[src/rtl/number_match_game.sv]
// Number-matching game back end: accumulates 4-bit entries toward TARGET once
// access control unlocks play; win on exact hit, lose on overshoot or no tries left.
module number_match_game #(
    parameter logic [7:0] TARGET    = 8'd50,
    parameter logic [3:0] MAX_TRIES = 4'd8
) (
    input  logic       Clk,
    input  logic       rts,
    input  logic       adderEnable,
    input  logic       adderDisable,
    input  logic       enter,
    input  logic [3:0] number,
    output logic [7:0] sum,
    output logic [3:0] triesLeft,
    output logic       playing,
    output logic       win,
    output logic       lose,
    output logic [2:0] o_dbg_state
);

    localparam logic [2:0] S_LOCKED = 3'd0;
    localparam logic [2:0] S_PLAY   = 3'd1;
    localparam logic [2:0] S_CHECK  = 3'd2;
    localparam logic [2:0] S_WIN    = 3'd3;
    localparam logic [2:0] S_LOSE   = 3'd4;

    logic [2:0] r_state;
    logic [7:0] r_sum;
    logic [3:0] r_tries;
    logic [8:0] w_sum_wide;
    logic [7:0] w_sum_sat;

    // Nine-bit add so a carry out of the running sum clamps to 255 instead of wrapping.
    assign w_sum_wide = {1'b0, r_sum} + {5'b0_0000, number};
    assign w_sum_sat  = w_sum_wide[8] ? 8'hFF : w_sum_wide[7:0];

    always_ff @(posedge Clk or negedge rts) begin
        if (!rts) begin
            r_state <= S_LOCKED;
            r_sum   <= 8'd0;
            r_tries <= MAX_TRIES;
        end else if (adderDisable) begin
            r_state <= S_LOCKED;
            r_sum   <= 8'd0;
            r_tries <= MAX_TRIES;
        end else begin
            case (r_state)
                S_LOCKED: begin
                    if (adderEnable) begin
                        r_state <= S_PLAY;
                        r_sum   <= 8'd0;
                        r_tries <= MAX_TRIES;
                    end
                end
                S_PLAY: begin
                    if (enter) begin
                        r_sum   <= w_sum_sat;
                        r_tries <= r_tries - 4'd1;
                        r_state <= S_CHECK;
                    end
                end
                S_CHECK: begin
                    if (r_sum == TARGET)      r_state <= S_WIN;
                    else if (r_sum > TARGET)  r_state <= S_LOSE;
                    else if (r_tries == 4'd0) r_state <= S_LOSE;
                    else                      r_state <= S_PLAY;
                end
                S_WIN, S_LOSE: begin
                    // The restart pulse only clears; its number is not added.
                    if (enter) begin
                        r_state <= S_PLAY;
                        r_sum   <= 8'd0;
                        r_tries <= MAX_TRIES;
                    end
                end
                default: begin
                    r_state <= S_LOCKED;
                    r_sum   <= 8'd0;
                    r_tries <= MAX_TRIES;
                end
            endcase
        end
    end

    assign sum         = r_sum;
    assign triesLeft   = r_tries;
    assign playing     = (r_state == S_PLAY) || (r_state == S_CHECK);
    assign win         = (r_state == S_WIN);
    assign lose        = (r_state == S_LOSE);
    assign o_dbg_state = r_state;

endmodule

[config.mk]
export PLATFORM = sky130hd
export DESIGN_NAME = number_match_game
export DESIGN_NICKNAME = d
export VERILOG_FILES = /design/src/rtl/number_match_game.sv
export SDC_FILE = /design/constraint.sdc
export NUM_CORES = 1
export LEC_CHECK = 0
export CORE_UTILIZATION = 45
export DETAILED_ROUTE_END_ITERATION = 10
export PLACE_DENSITY = 0.73
export RECOVER_POWER = 100
export SYNTH_ARGS = -nofsm -noshare
export SYNTH_HDL_FRONTEND = slang
export SYNTH_SLANG_ARGS = --single-unit
[constraint.sdc]
create_clock -name Clk -period 2.12 [get_ports Clk]
set_input_delay 0.424 -clock Clk [delete_from_list [all_inputs] [get_ports Clk]]
set_output_delay 0.424 -clock Clk [all_outputs]
set_load 0.01 [all_outputs]
==> results.sh <==
export IMPL_hold_class="register to register"
export IMPL_syn_to_final_growth_pct=29.8
export IMPL_num_rows=17
export IMPL_synth_most_common_cell="dfrtp_1"
export IMPL_nNetsFinal=169
export IMPL_clkSinkCount=15
export IMPL_path_clk_slew_ps=90
export IMPL_synth_largest_area_cell="dfrtp_1"
export IMPL_seq_area_frac_synth=0.337
export IMPL_synth_seq_cells=15
export IMPL_overflow=0
export IMPL_path_class="register to output pin"
export IMPL_nFillCells=200
export IMPL_synth_top_area_frac=0.314
export IMPL_drc=0
export IMPL_h_tree_depth=1
export IMPL_crit_slowest_cell="clkdlybuf4s50_1"
export IMPL_gp_congestion=0.864
export IMPL_routedWlPerCell_um=14.8
export IMPL_place_hpwl_um=1980
export IMPL_maxCapViolCount=0
export IMPL_tritoncts="yes"
export IMPL_antenna_cells=0
export IMPL_dr_total_vias=1036
export IMPL_clockRootBuffer="clkbuf_4"
export IMPL_cts_path_max_buffers=2
export IMPL_netlist_instances=119
export IMPL_vias_per_cell=5.76
export IMPL_grtUsageTotal=0.216
export IMPL_ir_worst_vdd_mv=0.309
export IMPL_die_y_um=51.8
export IMPL_rsz0062_at_grt="false"
export IMPL_synth_main_ff_cell="dfrtp_1"
export IMPL_syn_nets=135
export IMPL_r2r_slack_ps=230
export IMPL_place_area_sq_mm=0.00143
export IMPL_path_cells="nor3b_2 > clkdlybuf4s50_1"
export IMPL_hold_violations=0
export IMPL_io_buffers=26
export IMPL_min_period_over_period=0.970
export IMPL_synthArstFlopShare=1.00
export IMPL_initial_core_util=0.490
export IMPL_status="finished clean"
export IMPL_ios=27
export IMPL_crit_fanout=6
export IMPL_leakagePower_uw=0.000652
export IMPL_routed_wirelength_um=2670
export IMPL_grt_pass1_wl_um=4240
export IMPL_total_power_uw=663
export IMPL_final_setup_viol_count=0
export IMPL_drive_gt1_frac=0.125
export IMPL_worst_slew_pin_slew_ps=826
export IMPL_die_area_sq_mm=0.00268
export IMPL_slowest_delay_ps=580
export IMPL_min_period_ps=2060
export IMPL_critPathCaptureType="output pin"
export IMPL_synth_cell_types=45
export IMPL_required_ps=1700
export IMPL_critPathLaunchType="register"
export IMPL_cts_buffers=3
export IMPL_final_cell_count_no_fill=180
export IMPL_synth_edff_count=0
export IMPL_pre_cts_slack_ps=-54.8
export IMPL_max_freq_mhz=486
export IMPL_avgSynthCellArea_sq_um=9.38
export IMPL_yosysWarningCount=0
export IMPL_core_sq_mm=0.00228
export IMPL_dp_cells=176
export IMPL_slew_limit_headroom=0.449
export IMPL_arrival_ps=1630
export IMPL_clkLatencyLatePin_ps=280
export IMPL_antenna_found_initial=0
export IMPL_drt_pass1_iterations=4
export IMPL_grt_max_degree=16
export IMPL_drtIter0Drc=27
export IMPL_ant_nets=0
export IMPL_maxSlewViolCount=0
export IMPL_power_density_mw_per_mm2=458
export IMPL_grt_pass1_vias=900
export IMPL_tns_ps=0
export IMPL_setup_slack_ps=63.4
export IMPL_stdcell_area_sq_mm=0.00145
export IMPL_fin_skew_ps=0.966
export IMPL_die_width_um=51.8
export IMPL_syn_cell_area_sq_mm=0.00112
export IMPL_synth_area_leaders="dfrtp_1 (31%), ha_1 (6.7%), a21oi_1 (4.0%)"
export IMPL_yosys_top_cells_count="dfrtp_1 (14), inv_1 (12), a21oi_1 (9), o21ai_1 (9)"
-- report_power, final --
part / internal, uW / switching [uW] / leakage, uW / total (uW)
clock network: 73.0 / 94.6 / 0.0000150 / 168
logic: 88.6 / 85.3 / 0.000436 / 174
registers: 299 / 22.0 / 0.000201 / 321
total: 461 / 202 / 0.000652 / 663
-- worst max-delay path: cells and delay by family, from the launching register on --
family                 cells  cell delay (ps)
and+or+nand+nor            1              290
buffers and inverters      1              580
DFF                        1              490
-- per-stage QoR --
stage,util,hold WS [ps]
6_report,0.637,532
5_1_grt,0.637,553
4_1_cts,0.642,448
3_5_place_dp,0.629,523
3_3_place_gp,0.629,522
2_1_floorplan,-,128
-- registers in the layout, indices dropped and copies added (netlist names) --
signal / count
triesLeft: 4
sum: 8
o_dbg_state: 3
-- cell families after synthesis --
group / after synthesis / share of synthesized area
flops: 15 / 0.337
fa+ha+maj: 7 / 0.0852
compound gates: 42 / 0.272
xor+xnor: 4 / 0.0314
mux: 1 / 0.0134
buf+inv: 18 / 0.0818
simple gates: 32 / 0.178
-- repair_timing --
action / CTS / global route
gates resized for setup: 1 / 0
buffers inserted: 0 / 0
hold endpoints to repair: 0 / 0
hold buffers: 0 / 0
endpoints found under the setup margin: 1 / 0
-- cell usage in the layout, fill, tap and decap left out, types with 2 or more instances in the layout --
master and count:
nand4b_1 2, nor2b_1 2, a21o_1 2, clkdlybuf4s50_1 8
dfrtp_1 13, a41o_1 2, xnor2_1 2, inv_1 12
buf_4 8, nand3_1 2, a21oi_1 9, a31oi_1 2
nand2b_1 2, and2_1 3, nor2_1 6, nand2_1 5
nor3_1 2, dlygate4sd3_1 18, clkbuf_1 2, ha_1 6
o21ai_0 6, o21ai_1 6, clkbuf_4 3, a211oi_1 2
nand4_1 3, xor2_1 2
-- routing by layer --
metal	GRT usage	vias up	part of all wire
met4	0.0856	0	0.0064
li1	-	502	-
met2	0.353	36	0.47
met1	0.292	496	0.47
met5	0	-	0
met3	0.0205	2	0.051
-- path summary, 6_finish.rpt --
| path | from | end | depth (start not counted) |
|---|---|---|---|
| min in group asynchronous | rts | sum[3]$_DFFE_PN0P_ | 2 |
| max | o_dbg_state[1]$_DFFE_PN0P_ | lose | 2 |
| max reg2reg | o_dbg_state[2]$_DFFE_PN0P_ | sum[3]$_DFFE_PN0P_ | 5 |
| min reg2reg | triesLeft[3]$_DFFE_PN1P_ | triesLeft[3]$_DFFE_PN1P_ | 1 |
| max in group asynchronous | rts | o_dbg_state[0]$_DFFE_PN0P_ | 2 |
| min | triesLeft[3]$_DFFE_PN1P_ | triesLeft[3]$_DFFE_PN1P_ | 1 |
-- cell type report --
class                      count  area (sq um)  share of cell area
clock buffer                   4          26.3              0.0181
inverter                      12          45.0              0.0311
multi-input combinational     86           641               0.442
sequential                    15           378               0.261
tap                           28          35.0              0.0242
timing repair buffer          35           324               0.224
No activity file was read; power rests on OpenSTA's default activity.
